### src/rtl/axi_lite_clint_if.sv
// AXI-lite request/response bundle between the MMIO hub and the timer/soft-IRQ block.
// The master modport is the hub side and the slave modport is the CLINT side.
interface axi_lite_clint_if #(
    parameter int ADDR_WIDTH = 64,
    parameter int DATA_WIDTH = 64
);
    // write address / data / response
    logic [ADDR_WIDTH-1:0]   awaddr;
    logic [2:0]              awport;
    logic                    awvalid;
    logic                    awready;
    logic [DATA_WIDTH-1:0]   wdata;
    logic [DATA_WIDTH/8-1:0] wstrb;
    logic                    wvalid;
    logic                    wready;
    logic [1:0]              bresp;
    logic                    bvalid;
    logic                    bready;

    // read address / data
    logic [ADDR_WIDTH-1:0]   araddr;
    logic [2:0]              arport;
    logic                    arvalid;
    logic                    arready;
    logic [DATA_WIDTH-1:0]   rdata;
    logic [1:0]              rresp;
    logic                    rvalid;
    logic                    rready;

    modport master (
        output awaddr, awport, awvalid, wdata, wstrb, wvalid, bready,
        output araddr, arport, arvalid, rready,
        input  awready, wready, bresp, bvalid,
        input  arready, rdata, rresp, rvalid
    );

    modport slave (
        input  awaddr, awport, awvalid, wdata, wstrb, wvalid, bready,
        input  araddr, arport, arvalid, rready,
        output awready, wready, bresp, bvalid,
        output arready, rdata, rresp, rvalid
    );
endinterface

### src/rtl/axi_lite_clint.sv
// Machine timer / software interrupt block behind an AXI-lite slave port.
// Holds mtime, mtimecmp and msip; drives the core's mtip/msip lines.
module axi_lite_clint #(
    parameter int          AXI_ADDR_WIDTH = 64,
    parameter int          AXI_DATA_WIDTH = 64,
    parameter logic [63:0] BASE_ADDR      = 64'h10000,
    parameter int          PRESCALE       = 1
) (
    input  logic            clk,
    input  logic            rst,
    axi_lite_clint_if.slave slv,
    output logic            mtip,
    output logic            msip
);
    localparam int          NUM_LANES    = AXI_DATA_WIDTH / 8;
    localparam logic [13:0] BASE_OFF     = BASE_ADDR[13:0];
    localparam logic [13:0] OFF_MSIP     = 14'h0000;
    localparam logic [13:0] OFF_MTIMECMP = 14'h0008;
    localparam logic [13:0] OFF_MTIME    = 14'h0010;
    localparam logic [1:0]  RESP_OKAY    = 2'b00;
    localparam logic [1:0]  RESP_SLVERR  = 2'b10;
    localparam int          PRE_W        = (PRESCALE > 1) ? $clog2(PRESCALE) : 1;
    localparam logic [PRE_W-1:0] PRE_LAST = PRE_W'(PRESCALE - 1);

    typedef enum logic {W_IDLE, W_RESP} w_state_t;
    typedef enum logic {R_IDLE, R_DATA} r_state_t;

    w_state_t w_state_reg, w_state_next;
    r_state_t r_state_reg, r_state_next;

    logic [63:0]      mtime_reg;
    logic [63:0]      mtimecmp_reg;
    logic             msip_reg;
    logic             mtip_reg;
    logic [PRE_W-1:0] pre_cnt_reg;
    logic [1:0]       bresp_reg;
    logic [63:0]      rdata_reg;
    logic [1:0]       rresp_reg;

    logic             w_hs;
    logic             r_hs;
    logic [13:0]      aw_off;
    logic [13:0]      ar_off;
    logic             aw_mapped;
    logic             sel_msip;
    logic             sel_mtimecmp;
    logic             sel_mtime;
    logic             tick;
    logic [63:0]      mtimecmp_merged;
    logic [63:0]      mtime_merged;
    logic [63:0]      rd_value;
    logic             rd_mapped;

    // Only the low 14 bits take part in decode, so the subtraction is done on them alone.
    assign aw_off = slv.awaddr[13:0] - BASE_OFF;
    assign ar_off = slv.araddr[13:0] - BASE_OFF;

    assign sel_msip     = (aw_off == OFF_MSIP);
    assign sel_mtimecmp = (aw_off == OFF_MTIMECMP);
    assign sel_mtime    = (aw_off == OFF_MTIME);
    assign aw_mapped    = sel_msip | sel_mtimecmp | sel_mtime;

    // ---------------- write channel FSM ----------------
    always_ff @(posedge clk) begin
        if (rst) begin
            w_state_reg <= W_IDLE;
        end else begin
            w_state_reg <= w_state_next;
        end
    end

    always_comb begin
        w_state_next = w_state_reg;
        slv.awready  = 1'b0;
        slv.wready   = 1'b0;
        slv.bvalid   = 1'b0;
        w_hs         = 1'b0;
        case (w_state_reg)
            W_IDLE: begin
                slv.awready = 1'b1;
                slv.wready  = 1'b1;
                // Address and data must arrive together; a lone half just waits.
                if (slv.awvalid && slv.wvalid) begin
                    w_hs         = 1'b1;
                    w_state_next = W_RESP;
                end
            end
            W_RESP: begin
                slv.bvalid = 1'b1;
                if (slv.bready) begin
                    w_state_next = W_IDLE;
                end
            end
            default: w_state_next = W_IDLE;
        endcase
    end

    always_ff @(posedge clk) begin
        if (rst) begin
            bresp_reg <= RESP_OKAY;
        end else if (w_hs) begin
            bresp_reg <= aw_mapped ? RESP_OKAY : RESP_SLVERR;
        end
    end

    assign slv.bresp = bresp_reg;

    // ---------------- read channel FSM ----------------
    always_ff @(posedge clk) begin
        if (rst) begin
            r_state_reg <= R_IDLE;
        end else begin
            r_state_reg <= r_state_next;
        end
    end

    always_comb begin
        r_state_next = r_state_reg;
        slv.arready  = 1'b0;
        slv.rvalid   = 1'b0;
        r_hs         = 1'b0;
        case (r_state_reg)
            R_IDLE: begin
                slv.arready = 1'b1;
                if (slv.arvalid) begin
                    r_hs         = 1'b1;
                    r_state_next = R_DATA;
                end
            end
            R_DATA: begin
                slv.rvalid = 1'b1;
                if (slv.rready) begin
                    r_state_next = R_IDLE;
                end
            end
            default: r_state_next = R_IDLE;
        endcase
    end

    always_comb begin
        rd_value  = '0;
        rd_mapped = 1'b1;
        case (ar_off)
            OFF_MSIP:     rd_value = {63'd0, msip_reg};
            OFF_MTIMECMP: rd_value = mtimecmp_reg;
            OFF_MTIME:    rd_value = mtime_reg;
            default:      rd_mapped = 1'b0;
        endcase
    end

    // Captured from pre-edge register values, so a same-cycle write is not visible.
    always_ff @(posedge clk) begin
        if (rst) begin
            rdata_reg <= '0;
            rresp_reg <= RESP_OKAY;
        end else if (r_hs) begin
            rdata_reg <= rd_value;
            rresp_reg <= rd_mapped ? RESP_OKAY : RESP_SLVERR;
        end
    end

    assign slv.rdata = rdata_reg;
    assign slv.rresp = rresp_reg;

    // ---------------- byte-lane merge ----------------
    genvar gi;
    generate
        for (gi = 0; gi < NUM_LANES; gi++) begin : g_lane
            assign mtimecmp_merged[8*gi +: 8] = slv.wstrb[gi] ? slv.wdata[8*gi +: 8]
                                                              : mtimecmp_reg[8*gi +: 8];
            assign mtime_merged[8*gi +: 8]    = slv.wstrb[gi] ? slv.wdata[8*gi +: 8]
                                                              : mtime_reg[8*gi +: 8];
        end
    endgenerate

    // ---------------- timer state ----------------
    assign tick = (pre_cnt_reg == PRE_LAST);

    always_ff @(posedge clk) begin
        if (rst) begin
            pre_cnt_reg <= '0;
        end else if (tick) begin
            pre_cnt_reg <= '0;
        end else begin
            pre_cnt_reg <= pre_cnt_reg + 1'b1;
        end
    end

    // A strobed MTIME write overrides the increment; wstrb=0 leaves the tick alone.
    always_ff @(posedge clk) begin
        if (rst) begin
            mtime_reg <= '0;
        end else if (w_hs && sel_mtime && (|slv.wstrb)) begin
            mtime_reg <= mtime_merged;
        end else if (tick) begin
            mtime_reg <= mtime_reg + 64'd1;
        end
    end

    always_ff @(posedge clk) begin
        if (rst) begin
            mtimecmp_reg <= '1;
        end else if (w_hs && sel_mtimecmp) begin
            mtimecmp_reg <= mtimecmp_merged;
        end
    end

    always_ff @(posedge clk) begin
        if (rst) begin
            msip_reg <= 1'b0;
        end else if (w_hs && sel_msip && slv.wstrb[0]) begin
            msip_reg <= slv.wdata[0];
        end
    end

    always_ff @(posedge clk) begin
        if (rst) begin
            mtip_reg <= 1'b0;
        end else begin
            mtip_reg <= (mtime_reg >= mtimecmp_reg);
        end
    end

    assign mtip = mtip_reg;
    assign msip = msip_reg;

endmodule

### src/flat_wrapper.sv
// flat-port wrapper written by rule: the top's interface ports become plain ports
module axi_lite_clint_flat 
#(
    parameter int          AXI_ADDR_WIDTH = 64,
    parameter int          AXI_DATA_WIDTH = 64,
    parameter logic [63:0] BASE_ADDR      = 64'h10000,
    parameter int          PRESCALE       = 1
)
  (clk, rst, mtip, msip, slv_awaddr, slv_awport, slv_awvalid, slv_wdata, slv_wstrb, slv_wvalid, slv_bready, slv_araddr, slv_arport, slv_arvalid, slv_rready, slv_awready, slv_wready, slv_bresp, slv_bvalid, slv_arready, slv_rdata, slv_rresp, slv_rvalid);
  axi_lite_clint_if #(.ADDR_WIDTH(64), .DATA_WIDTH(64)) slv_i ();
  input  logic clk;
  input  logic rst;
  output logic mtip;
  output logic msip;
  input wire logic [$bits(slv_i.awaddr)-1:0] slv_awaddr;
  input wire logic [$bits(slv_i.awport)-1:0] slv_awport;
  input wire logic [$bits(slv_i.awvalid)-1:0] slv_awvalid;
  input wire logic [$bits(slv_i.wdata)-1:0] slv_wdata;
  input wire logic [$bits(slv_i.wstrb)-1:0] slv_wstrb;
  input wire logic [$bits(slv_i.wvalid)-1:0] slv_wvalid;
  input wire logic [$bits(slv_i.bready)-1:0] slv_bready;
  input wire logic [$bits(slv_i.araddr)-1:0] slv_araddr;
  input wire logic [$bits(slv_i.arport)-1:0] slv_arport;
  input wire logic [$bits(slv_i.arvalid)-1:0] slv_arvalid;
  input wire logic [$bits(slv_i.rready)-1:0] slv_rready;
  output wire logic [$bits(slv_i.awready)-1:0] slv_awready;
  output wire logic [$bits(slv_i.wready)-1:0] slv_wready;
  output wire logic [$bits(slv_i.bresp)-1:0] slv_bresp;
  output wire logic [$bits(slv_i.bvalid)-1:0] slv_bvalid;
  output wire logic [$bits(slv_i.arready)-1:0] slv_arready;
  output wire logic [$bits(slv_i.rdata)-1:0] slv_rdata;
  output wire logic [$bits(slv_i.rresp)-1:0] slv_rresp;
  output wire logic [$bits(slv_i.rvalid)-1:0] slv_rvalid;
  assign slv_i.awaddr = slv_awaddr;
  assign slv_i.awport = slv_awport;
  assign slv_i.awvalid = slv_awvalid;
  assign slv_i.wdata = slv_wdata;
  assign slv_i.wstrb = slv_wstrb;
  assign slv_i.wvalid = slv_wvalid;
  assign slv_i.bready = slv_bready;
  assign slv_i.araddr = slv_araddr;
  assign slv_i.arport = slv_arport;
  assign slv_i.arvalid = slv_arvalid;
  assign slv_i.rready = slv_rready;
  assign slv_awready = slv_i.awready;
  assign slv_wready = slv_i.wready;
  assign slv_bresp = slv_i.bresp;
  assign slv_bvalid = slv_i.bvalid;
  assign slv_arready = slv_i.arready;
  assign slv_rdata = slv_i.rdata;
  assign slv_rresp = slv_i.rresp;
  assign slv_rvalid = slv_i.rvalid;
  axi_lite_clint #(.AXI_ADDR_WIDTH(AXI_ADDR_WIDTH), .AXI_DATA_WIDTH(AXI_DATA_WIDTH), .BASE_ADDR(BASE_ADDR), .PRESCALE(PRESCALE)) u_core (.clk(clk), .rst(rst), .slv(slv_i), .mtip(mtip), .msip(msip));
endmodule
### config.mk
export PLATFORM = sky130hd
export DESIGN_NAME = axi_lite_clint_flat
export DESIGN_NICKNAME = d
export VERILOG_FILES = /design/src/rtl/axi_lite_clint_if.sv /design/src/rtl/axi_lite_clint.sv /design/src/flat_wrapper.sv
export SDC_FILE = /design/constraint.sdc
export NUM_CORES = 1
export LEC_CHECK = 0
export ABC_AREA = 1
export CAP_MARGIN = 20
export CORE_MARGIN = 3
export CORE_UTILIZATION = 50
export DETAILED_ROUTE_END_ITERATION = 16
export PLACE_DENSITY = 0.9
export RECOVER_POWER = 50
export SYNTH_ARGS = -nofsm -noshare
export SYNTH_HDL_FRONTEND = slang
export SYNTH_SLANG_ARGS = --single-unit
### constraint.sdc
create_clock -name clk -period 5.5 [get_ports clk]
set_clock_uncertainty 0.2 [all_clocks]
set_input_delay 1.1 -clock clk [delete_from_list [all_inputs] [get_ports clk]]
set_output_delay 1.1 -clock clk [all_outputs]
set_load 0.05 [all_outputs]
# Word level (Yosys, flattened, before mapping)
# Index checks and enable logic that the tools add are counted.
[word_totals]
out_inout_bits = 75
regBits = 201
input_bits = 213
[op_classes]
addsub = 2
bitwise = 5
eq_ne = 13
mux = 26
magnitude_cmp = 1
reduce_logical = 27
[op_table]
columns = ["op", "count"]
rows = [
  ["$pmux W64 S3", 1],
  ["$mux W64", 2],
  ["$add A64 B1 Y64 const B", 1],
  ["$ge A64 B64 Y1", 1],
  ["$mux W8", 8],
  ["$reduce_and A2 Y1", 16],
  ["$eq A14 B4 Y1 const B", 2],
  ["$eq A14 B5 Y1 const B", 2],
  ["$logic_not A14 Y1", 2],
  ["$ne A2 B2 Y1 const B", 9],
  ["$mux W1", 11],
  ["$reduce_or A8 Y1", 1],
  ["$logic_and A1 B1 Y1", 6],
  ["$mux W2", 2],
  ["$pmux W1 S2", 2],
  ["$not A1 Y1", 3],
  ["$reduce_or A3 Y1", 1],
  ["$or A1 B1 Y1", 2],
  ["$reduce_or A2 Y1", 1],
  ["$add A1 B1 Y1 const B", 1],
]

# Longest topological paths before layout
# Gate-level depths: netlist of the first run.
[depth]
ltp_word = 7
ltp_mapped = 15

# Least setup slack after synthesis of the first run
# Ideal clock, no wire load.
[synth_path]
path_type = "input to register"
start = "input slv_awaddr[8]"
end = "register u_core.mtimecmp_reg[2]"
path_slack_ns = 2.861
path_buffers = 2
stages = 10
t_arrival_ns = 2.301
setup_ns = 0.138
required_ns = 5.162
cell_sequence = "nor2_1 -> nand4_1 -> nor2_4 -> nand3_2 -> nor3_4 -> buf_6 -> nand2_2 -> buf_6 -> nand2_1 -> o211ai_1"
[synth_via]
elab_chain_cells = 3
[synth_lines]
columns = ["item", "line_no", "rtl"]
rows = [
  ["from (decl)", "flat_wrapper.sv:15", "input wire logic [$bits(slv_i.awaddr)-1:0] slv_awaddr;"],
  ["$eq A14 B4 Y1", "axi_lite_clint.sv:59", "assign sel_mtimecmp = (aw_off == OFF_MTIMECMP);"],
  ["$logic_and A1 B1 Y1", "axi_lite_clint.sv:203", "end else if (w_hs && sel_mtimecmp) begin"],
  ["$reduce_and A2 Y1 (no line)", "n/a", ""],
  ["to (signal assigned)", "axi_lite_clint.sv:204", "mtimecmp_reg <= mtimecmp_merged;"],
  ["to (decl)", "axi_lite_clint.sv:32", "logic [63:0] mtimecmp_reg;"],
]
# No other way between the ends.
# A chain may end at the register's enable or synchronous reset.

==> impl_metrics.prom, run 1 <==
# TYPE chip_impl_metric gauge
chip_impl_metric{name="multi_input_area",unit="sq mm"} 0.00719
chip_impl_metric{name="layout_worst_path_cycle_share",unit=""} 0.818
chip_impl_metric{name="final_hold_viol_count",unit=""} 0
chip_impl_metric{name="fin_nets",unit=""} 2403
chip_impl_metric{name="power.switching_fraction",unit=""} 0.266
chip_impl_metric{name="crit_path_max_fanout",unit=""} 53
chip_impl_metric{name="setup_viol",unit=""} 0
chip_impl_metric{name="clock_power_share",unit=""} 0.425
chip_impl_info{name="largest_cells_by_area_after_synthesis",value="sky130_fd_sc_hd__dfxtp_1 32%, sky130_fd_sc_hd__nand2_1 19%, sky130_fd_sc_hd__inv_1 7.0%"} 1
chip_impl_metric{name="power_density",unit="mW/mm^2"} 206
chip_impl_metric{name="n_diodes",unit=""} 0
chip_impl_metric{name="drtAntennaViolNets",unit=""} 0
chip_impl_metric{name="wire_per_inst",unit="um"} 16.6
chip_impl_info{name="rsz0062_at_grt",value="no"} 1
chip_impl_info{name="timing.critical_path.to",value="u_core.msip"} 1
chip_impl_metric{name="setup-tns-final",unit="ps"} 0
chip_impl_metric{name="worst_skew_pair.late_latency",unit="ps"} 450
chip_impl_metric{name="ctsHtreeMaxLevel",unit=""} 4
chip_impl_metric{name="report.final.slew_viol_count",unit=""} 92
chip_impl_info{name="violations",value="capacitance limit, slew limit"} 1
chip_impl_metric{name="detail_route.drc_violations",unit=""} 0
chip_impl_metric{name="cp.arrival",unit="ps"} 4640
chip_impl_metric{name="vias",unit=""} 13611
chip_impl_metric{name="power.static_leakage",unit="nW"} 7.13
chip_impl_metric{name="detail_route.vias_per_cell",unit=""} 5.53
chip_impl_metric{name="worst-r2r-cell-count",unit=""} 10
chip_impl_metric{name="finalCriticalPeriod",unit="ps"} 4500
chip_impl_info{name="cp-end-kind",value="flop"} 1
chip_impl_metric{name="initialDrtViolationCount",unit=""} 1337
chip_impl_metric{name="critical_path_required",unit="ps"} 5640
chip_impl_info{name="r2r_start",value="u_core.w_state_reg"} 1
chip_impl_metric{name="worst_pin_slew",unit="ps"} 2480
chip_impl_info{name="status",value="finished with violations"} 1
chip_impl_info{name="crit_start",value="rst"} 1
chip_impl_metric{name="die_height",unit="um"} 164
chip_impl_metric{name="port_buffers",unit=""} 179
chip_impl_metric{name="global_route.usage.total",unit=""} 0.301
chip_impl_metric{name="globalRouteOverflowTotal",unit=""} 0
chip_impl_metric{name="worst_setup_hold_path_clk_slew",unit="ps"} 70
chip_impl_metric{name="syn_to_final_growth",unit="%"} 20.0
chip_impl_metric{name="maximum_number_of_pins_on_one_net_before_global_route_repair",unit=""} 66
chip_impl_metric{name="synthDistinctLibCells",unit=""} 38
chip_impl_metric{name="maxSlewHeadroom",unit=""} -0.655
chip_impl_metric{name="drv_cap",unit=""} 2
chip_impl_metric{name="avgSynthCellArea",unit="sq um"} 6.25
chip_impl_metric{name="power_switching",unit="mW"} 0.819
chip_impl_info{name="r2r_end",value="u_core.mtime_reg[13]"} 1
chip_impl_metric{name="floorplan.rows",unit=""} 57
chip_impl_info{name="tritoncts",value="built"} 1
chip_impl_metric{name="p_comb_frac",unit=""} 0.094
chip_impl_metric{name="cts.hold.buffers_added",unit=""} 0
chip_impl_metric{name="sequentialPowerShare",unit=""} 0.481
chip_impl_metric{name="synth-seq-area-share",unit=""} 0.320
chip_impl_metric{name="synth.cell_area",unit="sq mm"} 0.0125
chip_impl_metric{name="cts_setup_buffers",unit=""} 0
chip_impl_metric{name="postPlaceCellArea",unit="sq mm"} 0.0144
chip_impl_metric{name="maxClockFrequency",unit="MHz"} 222
chip_impl_metric{name="die-width",unit="um"} 164
chip_impl_info{name="ctsRootBufferMaster",value="sky130_fd_sc_hd__clkbuf_16"} 1
chip_impl_metric{name="internal_portion_of_total_power",unit="mW"} 2.26
chip_impl_metric{name="max-vdd-ir-drop",unit="mV"} 0.151
chip_impl_metric{name="synth-seq-cells",unit=""} 199
chip_impl_metric{name="share_of_post_route_cells_with_drive_strength_above_1",unit=""} 0.0355
chip_impl_metric{name="gp_routability_congestion",unit=""} 0.989
chip_impl_metric{name="clkSinkCount",unit=""} 199
chip_impl_info{name="path_class",value="in -> reg"} 1
chip_impl_metric{name="final_non_filler_cell_area",unit="sq mm"} 0.0150
chip_impl_metric{name="post_cts_resize_count",unit=""} 0
chip_impl_metric{name="ys.warnings.count",unit=""} 0
chip_impl_metric{name="total_power",unit="mW"} 3.08
chip_impl_metric{name="hpwl",unit="um"} 30800
chip_impl_metric{name="grt_first_pass_wirelength",unit="um"} 64800
chip_impl_metric{name="fill_cells",unit=""} 2270
chip_impl_metric{name="number_of_top_level_pins",unit=""} 288
chip_impl_info{name="worst_hold_path_type",value="reg -> reg"} 1
chip_impl_metric{name="first_pass_iters",unit=""} 5
chip_impl_metric{name="core_region_area",unit="sq mm"} 0.0244
chip_impl_metric{name="initial_core_util",unit=""} 0.511
chip_impl_info{name="cp-start-kind",value="primary input"} 1
chip_impl_metric{name="overall_die_area",unit="sq mm"} 0.0268
chip_impl_metric{name="setup.reg_to_reg.worst_slack",unit="ps"} 2380
chip_impl_metric{name="regArea",unit="sq mm"} 0.00398
chip_impl_metric{name="first_global_vias",unit=""} 12854
chip_impl_info{name="synthDominantAreaCellType",value="sky130_fd_sc_hd__dfxtp_1"} 1
chip_impl_metric{name="clock_tree.buffer_depth",unit=""} 2
chip_impl_metric{name="cts_inserted_buffers",unit=""} 17
chip_impl_metric{name="synthCells",unit=""} 1992
chip_impl_metric{name="post_detailed_routing_wire_length",unit="um"} 40800
chip_impl_metric{name="grt_antenna_before_repair",unit=""} 0
chip_impl_metric{name="synth_top_cell_area_share",unit=""} 0.320
critical path, stage by stage:
cell and delay [ps]:
sky130_fd_sc_hd__clkbuf_1 1320, sky130_fd_sc_hd__clkbuf_1 1840, sky130_fd_sc_hd__nor2_1 130, sky130_fd_sc_hd__o21a_1 190
metrics by stage:
step	hold WS (ps)	worst slack, ps	util	instances
2_1_floorplan	251	2860	-	1994
3_3_place_gp	251	1220	0.588	2429
3_5_place_dp	255	1150	0.589	2430
4_1_cts	266	1580	0.613	2462
5_1_grt	283	647	0.613	2462
6_report	261	1000	0.613	2462
Yosys cell counts:
| cell type | count |
|---|---|
| sky130_fd_sc_hd__nor3_4 | 2 |
| sky130_fd_sc_hd__nand2_1 | 628 |
| sky130_fd_sc_hd__conb_1 | 1 |
| sky130_fd_sc_hd__o21ai_1 | 20 |
| sky130_fd_sc_hd__nand3_1 | 112 |
| sky130_fd_sc_hd__o21ai_0 | 133 |
| sky130_fd_sc_hd__inv_2 | 6 |
| sky130_fd_sc_hd__nor2b_1 | 1 |
| sky130_fd_sc_hd__buf_2 | 22 |
| sky130_fd_sc_hd__nor2_4 | 4 |
| sky130_fd_sc_hd__and2_1 | 5 |
| sky130_fd_sc_hd__inv_1 | 233 |
| sky130_fd_sc_hd__xnor2_1 | 2 |
| sky130_fd_sc_hd__or2_2 | 1 |
| sky130_fd_sc_hd__nor3_1 | 15 |
| sky130_fd_sc_hd__nor3_2 | 2 |
| sky130_fd_sc_hd__nand3_2 | 3 |
| sky130_fd_sc_hd__dfxtp_1 | 199 |
| sky130_fd_sc_hd__buf_1 | 5 |
| sky130_fd_sc_hd__nand3b_1 | 6 |
| sky130_fd_sc_hd__nand2_4 | 2 |
| sky130_fd_sc_hd__clkbuf_1 | 39 |
| sky130_fd_sc_hd__xor2_1 | 9 |
| sky130_fd_sc_hd__buf_4 | 6 |
| sky130_fd_sc_hd__ha_1 | 65 |
| sky130_fd_sc_hd__a21o_1 | 1 |
| sky130_fd_sc_hd__a21boi_0 | 1 |
| sky130_fd_sc_hd__nand4_1 | 30 |
| sky130_fd_sc_hd__buf_6 | 7 |
| sky130_fd_sc_hd__nor2_2 | 2 |
| sky130_fd_sc_hd__a21oi_1 | 139 |
| sky130_fd_sc_hd__o211ai_1 | 59 |
| sky130_fd_sc_hd__or2_1 | 2 |
| sky130_fd_sc_hd__o21a_1 | 3 |
| sky130_fd_sc_hd__nor2_1 | 216 |
| sky130_fd_sc_hd__nand2_2 | 8 |
| sky130_fd_sc_hd__a31oi_1 | 1 |
| sky130_fd_sc_hd__nor4_1 | 2 |
power groups by stage:
| stage | sequential (mW) | combinational [mW] | clock [mW] |
|---|---|---|---|
| 5_1_grt | 1.49 | 0.315 | 1.36 |
| 2_1_floorplan | 1.52 | 0.146 | 0 |
| 3_3_place_gp | 1.52 | 0.276 | 0 |
| 4_1_cts | 1.48 | 0.288 | 1.31 |
| 3_5_place_dp | 1.52 | 0.286 | 0 |
| 6_report | 1.48 | 0.289 | 1.31 |
area by class of cell:
| class | count | share of cell area |
|---|---|---|
| timing repair buffer | 191 | 0.126 |
| multi-input combinational | 1477 | 0.481 |
| sequential | 199 | 0.266 |
| tap | 324 | 0.0271 |
| clock buffer | 19 | 0.0296 |
| clock inverter | 13 | 0.00979 |
| inverter | 239 | 0.0600 |
worst min path at each step:
| stage | slack (ps) | startpoint | to | cells past startpoint |
|---|---|---|---|---|
| 2_1_floorplan | 250 | u_core.mtimecmp_reg[3] | u_core.mtimecmp_reg[3] | 2 |
| 3_3_place_gp | 250 | u_core.slv.rdata[24] | u_core.slv.rdata[24] | 2 |
| 3_5_place_dp | 250 | u_core.slv.rdata[31] | u_core.slv.rdata[31] | 2 |
| 4_1_cts | 270 | u_core.slv.rdata[31] | u_core.slv.rdata[31] | 2 |
| 5_1_grt | 280 | u_core.slv.rdata[37] | u_core.slv.rdata[37] | 2 |
| 6_report | 260 | u_core.slv.rdata[31] | u_core.slv.rdata[31] | 2 |
kinds of logic after synthesis:
kind of cell | synth area share
xor+xnor | 0.00773
compound gates | 0.156
buf+inv | 0.104
flops | 0.320
fa+ha+maj | 0.0653
simple gates | 0.347
other cells | 0.000301
layer usage:
layer	GRT usage	vias to the layer above	routed length, um
li1	-	6683	-
met1	0.385	6218	17500
met2	0.505	610	18900
met3	0.0585	100	3060
met4	0.109	0	1290
met5	0	-	0
cell usage in the layout (no fill, tap or decap), types with 2 or more instances in the layout:
| cell | n |
|---|---|
| sky130_fd_sc_hd__nand2_1 | 627 |
| sky130_fd_sc_hd__inv_1 | 231 |
| sky130_fd_sc_hd__nor2_1 | 216 |
| sky130_fd_sc_hd__dfxtp_1 | 199 |
| sky130_fd_sc_hd__a21oi_1 | 139 |
| sky130_fd_sc_hd__o21ai_0 | 133 |
| sky130_fd_sc_hd__nand3_1 | 112 |
| sky130_fd_sc_hd__clkdlybuf4s50_1 | 105 |
| sky130_fd_sc_hd__dlygate4sd3_1 | 73 |
| sky130_fd_sc_hd__ha_1 | 65 |
| sky130_fd_sc_hd__o211ai_1 | 59 |
| sky130_fd_sc_hd__nand4_1 | 30 |
| sky130_fd_sc_hd__o21ai_1 | 20 |
| sky130_fd_sc_hd__clkbuf_16 | 17 |
| sky130_fd_sc_hd__nor3_1 | 14 |
| sky130_fd_sc_hd__nand2_2 | 9 |
| sky130_fd_sc_hd__xor2_1 | 9 |
| sky130_fd_sc_hd__buf_4 | 9 |
| sky130_fd_sc_hd__inv_2 | 8 |
| sky130_fd_sc_hd__nand3b_1 | 6 |
| sky130_fd_sc_hd__and2_1 | 5 |
| sky130_fd_sc_hd__nor2_4 | 4 |
| sky130_fd_sc_hd__nor3_2 | 3 |
| sky130_fd_sc_hd__nand3_2 | 3 |
| sky130_fd_sc_hd__o21a_1 | 3 |
| sky130_fd_sc_hd__conb_1 | 3 |
| sky130_fd_sc_hd__clkinvlp_4 | 3 |
| sky130_fd_sc_hd__clkinv_2 | 3 |
| sky130_fd_sc_hd__clkbuf_1 | 3 |
| sky130_fd_sc_hd__nor2_2 | 2 |
| sky130_fd_sc_hd__or2_1 | 2 |
| sky130_fd_sc_hd__nor3_4 | 2 |
| sky130_fd_sc_hd__nand2_4 | 2 |
| sky130_fd_sc_hd__xnor2_1 | 2 |
| sky130_fd_sc_hd__nor4_1 | 2 |
| sky130_fd_sc_hd__bufinv_16 | 2 |
| sky130_fd_sc_hd__inv_8 | 2 |
| sky130_fd_sc_hd__inv_6 | 2 |
No activity file was read; power rests on OpenSTA's default activity.
==> run 2, diff against run 1 <==
--- a/config.mk
+++ b/config.mk
@@ -8,9 +8,9 @@
 export ABC_AREA = 1
 export CAP_MARGIN = 20
 export CORE_MARGIN = 3
-export CORE_UTILIZATION = 50
+export CORE_UTILIZATION = 46
 export DETAILED_ROUTE_END_ITERATION = 16
-export PLACE_DENSITY = 0.9
+export PLACE_DENSITY = 0.87
 export RECOVER_POWER = 50
 export SYNTH_ARGS = -nofsm -noshare
 export SYNTH_HDL_FRONTEND = slang
==> constraint.sdc (replaced) <==
create_clock -name clk -period 3.9 [get_ports clk]
set_clock_uncertainty 0.2 [all_clocks]
set_input_delay 0.78 -clock clk [delete_from_list [all_inputs] [get_ports clk]]
set_output_delay 0.78 -clock clk [all_outputs]
set_load 0.05 [all_outputs]
==> run 2 against run 1 <==
Clock power increased by 40%. Largest cell class unchanged. Cell count increased by 0.69%. Core utilization decreased by 4.5 points. The flow now finishes without violations. Die area increased by 8.4%. First-iteration DRC count increased by 4.9%. Cell area increased by 0.19%. Wire length increased by 1.2%. Power increased by 40%. Clock-buffer cell count decreased by 1. Critical endpoint is now u_core.mtimecmp_reg[57]. Global-route usage decreased by 2.1 points.
==> impl_metrics.prom, run 2 (same netlist as run 1, synthesis figures left out) <==
# TYPE chip_impl_metric gauge
chip_impl_metric{name="grt_use_met1",unit=""} 0.375
chip_impl_metric{name="worst_setup_hold_path_clk_slew",unit="ps"} 70
chip_impl_metric{name="hold_worst_slack",unit="ps"} 261
chip_impl_metric{name="cts_setup_buffers",unit=""} 0
chip_impl_info{name="cp-end-kind",value="flop"} 1
chip_impl_info{name="ctsRootBufferMaster",value="sky130_fd_sc_hd__clkbuf_16"} 1
chip_impl_metric{name="detail_route.vias_per_cell",unit=""} 5.48
chip_impl_metric{name="maxClockFrequency",unit="MHz"} 297
chip_impl_metric{name="drv_cap",unit=""} 0
chip_impl_info{name="status",value="completed"} 1
chip_impl_metric{name="max-vdd-ir-drop",unit="mV"} 0.277
chip_impl_metric{name="report.final.slew_viol_count",unit=""} 0
chip_impl_metric{name="crit_path_max_fanout",unit=""} 16
chip_impl_metric{name="initial_core_util",unit=""} 0.473
chip_impl_metric{name="cts_inserted_buffers",unit=""} 17
chip_impl_metric{name="power_density",unit="mW/mm^2"} 289
chip_impl_info{name="layout.cells.most_common",value="sky130_fd_sc_hd__nand2_1"} 1
chip_impl_metric{name="worst_skew_pair.late_latency",unit="ps"} 450
chip_impl_metric{name="worst_pin_slew",unit="ps"} 1460
chip_impl_metric{name="drtAntennaViolNets",unit=""} 0
chip_impl_metric{name="die_height",unit="um"} 171
chip_impl_info{name="cp-start-kind",value="primary input"} 1
chip_impl_metric{name="die-width",unit="um"} 171
chip_impl_metric{name="initialDrtViolationCount",unit=""} 1403
chip_impl_metric{name="maxSlewHeadroom",unit=""} 0.0270
chip_impl_metric{name="wire_per_inst",unit="um"} 16.7
chip_impl_metric{name="overall_die_area",unit="sq mm"} 0.0291
chip_impl_metric{name="core_region_area",unit="sq mm"} 0.0264
chip_impl_metric{name="grt_antenna_before_repair",unit=""} 0
chip_impl_metric{name="port_buffers",unit=""} 179
chip_impl_metric{name="cts.hold.buffers_added",unit=""} 0
chip_impl_metric{name="post_cts_resize_count",unit=""} 0
chip_impl_metric{name="worst-r2r-cell-count",unit=""} 11
chip_impl_metric{name="hpwl",unit="um"} 31200
chip_impl_metric{name="maximum_number_of_pins_on_one_net_before_global_route_repair",unit=""} 68
chip_impl_metric{name="power.static_leakage",unit="nW"} 7.14
chip_impl_info{name="most-common-layout-cells",value="629 x sky130_fd_sc_hd__nand2_1, 232 x sky130_fd_sc_hd__inv_1, 217 x sky130_fd_sc_hd__nor2_1"} 1
chip_impl_metric{name="first_global_vias",unit=""} 12687
chip_impl_metric{name="holdPathStages",unit=""} 2
chip_impl_metric{name="critical_path_required",unit="ps"} 3960
chip_impl_metric{name="fill_cells",unit=""} 2521
chip_impl_metric{name="globalRouteOverflowTotal",unit=""} 0
chip_impl_info{name="most_utilized_layer_in_the_global_route_result",value="met2"} 1
chip_impl_metric{name="final_non_filler_cell_area",unit="sq mm"} 0.0150
chip_impl_metric{name="share_of_post_route_cells_with_drive_strength_above_1",unit=""} 0.0364
chip_impl_metric{name="finalCriticalPeriod",unit="ps"} 3360
chip_impl_metric{name="clkSinkCount",unit=""} 199
chip_impl_metric{name="global_route.usage.total",unit=""} 0.280
chip_impl_metric{name="gp_routability_congestion",unit=""} 0.987
chip_impl_metric{name="layout_worst_path_cycle_share",unit=""} 0.863
chip_impl_info{name="rsz0062_at_grt",value="no"} 1
chip_impl_metric{name="grtUsageMet2",unit=""} 0.464
chip_impl_metric{name="fin_nets",unit=""} 2409
chip_impl_metric{name="cp.arrival",unit="ps"} 3420
chip_impl_metric{name="setup-tns-final",unit="ps"} 0
chip_impl_metric{name="utilization",unit=""} 0.568
chip_impl_metric{name="n_diodes",unit=""} 0
chip_impl_metric{name="first_pass_iters",unit=""} 6
chip_impl_metric{name="ctsHtreeMaxLevel",unit=""} 4
chip_impl_metric{name="detail_route.drc_violations",unit=""} 0
chip_impl_metric{name="clock_tree.buffer_depth",unit=""} 2
chip_impl_info{name="path_class",value="in -> reg"} 1
chip_impl_metric{name="syn_to_final_growth",unit="%"} 20.2
chip_impl_metric{name="number_of_top_level_pins",unit=""} 288
chip_impl_info{name="tritoncts",value="built"} 1
chip_impl_metric{name="globalRouteMet3Util",unit=""} 0.0395
chip_impl_metric{name="post_detailed_routing_wire_length",unit="um"} 41300
chip_impl_info{name="worst_hold_path_type",value="reg -> reg"} 1
chip_impl_metric{name="final_hold_viol_count",unit=""} 0
chip_impl_metric{name="vias",unit=""} 13576
chip_impl_metric{name="floorplan.rows",unit=""} 59
chip_impl_metric{name="grt_first_pass_wirelength",unit="um"} 65400
chip_impl_metric{name="setup_viol",unit=""} 0
chip_impl_metric{name="postPlaceCellArea",unit="sq mm"} 0.0144
## run 2: cell type report
type	count	area, sq um	area share
multi-input combinational	1477	7160	0.478
sequential	199	3980	0.266
inverter	239	897	0.0599
clock inverter	14	141	0.00944
clock buffer	18	439	0.0293
timing repair buffer	197	1940	0.129
tap	335	419	0.0280
## run 2: worst paths after layout
check	from	to	slack, ps
max	slv_awaddr[8]	u_core.mtimecmp_reg[57]	540
min	u_core.slv.rdata[28]	u_core.slv.rdata[28]	260
max reg2reg	u_core.mtime_reg[0]	u_core.mtime_reg[62]	1190
min reg2reg	u_core.slv.rdata[28]	u_core.slv.rdata[28]	260
## run 2: worst max-delay path: stages
cell and delay, ps:
sky130_fd_sc_hd__clkdlybuf4s50_1 420, sky130_fd_sc_hd__nor2_1 110, sky130_fd_sc_hd__nand4_1 90, sky130_fd_sc_hd__nor2_1 430, sky130_fd_sc_hd__nand3_1 250, sky130_fd_sc_hd__nor3_4 520
sky130_fd_sc_hd__nand2_1 520, sky130_fd_sc_hd__nand2_1 190, sky130_fd_sc_hd__o211ai_1 100
## run 2: stage by stage
| stage | worst slack, ps | total power, mW | cells |
|---|---|---|---|
| CTS | 817 | 4.33 | 2479 |
| floorplan | 1440 | 2.34 | 1994 |
| global placement | 479 | 2.53 | 2447 |
| global route | 349 | 4.45 | 2479 |
| finish | 536 | 4.33 | 2479 |
| detailed placement | 396 | 2.54 | 2447 |
## run 2: where the power goes
part / leakage, nW / internal (mW) / total, mW / switching (mW)
logic: 5.25 / 0.164 / 0.404 / 0.240
registers: 1.61 / 2.05 / 2.09 / 0.0395
clock network: 0.283 / 0.920 / 1.83 / 0.909
total: 7.14 / 3.14 / 4.33 / 1.19
## run 2: per-layer routing
metal  part of all wire  up-vias
li1                   -     6684
met1               0.44     6212
met2               0.46      600
met3              0.077       80
met4              0.030        0
met5                  0        -
==> run 3, diff against run 2 <==
--- a/config.mk
+++ b/config.mk
@@ -9,6 +9,7 @@
 export CAP_MARGIN = 20
 export CORE_MARGIN = 3
 export CORE_UTILIZATION = 46
+export CTS_CLUSTER_SIZE = 30
 export DETAILED_ROUTE_END_ITERATION = 16
 export PLACE_DENSITY = 0.87
 export RECOVER_POWER = 50
==> results of run 3 <==
Same layout as run 2: the final DEF is identical, and so are final timing and power.
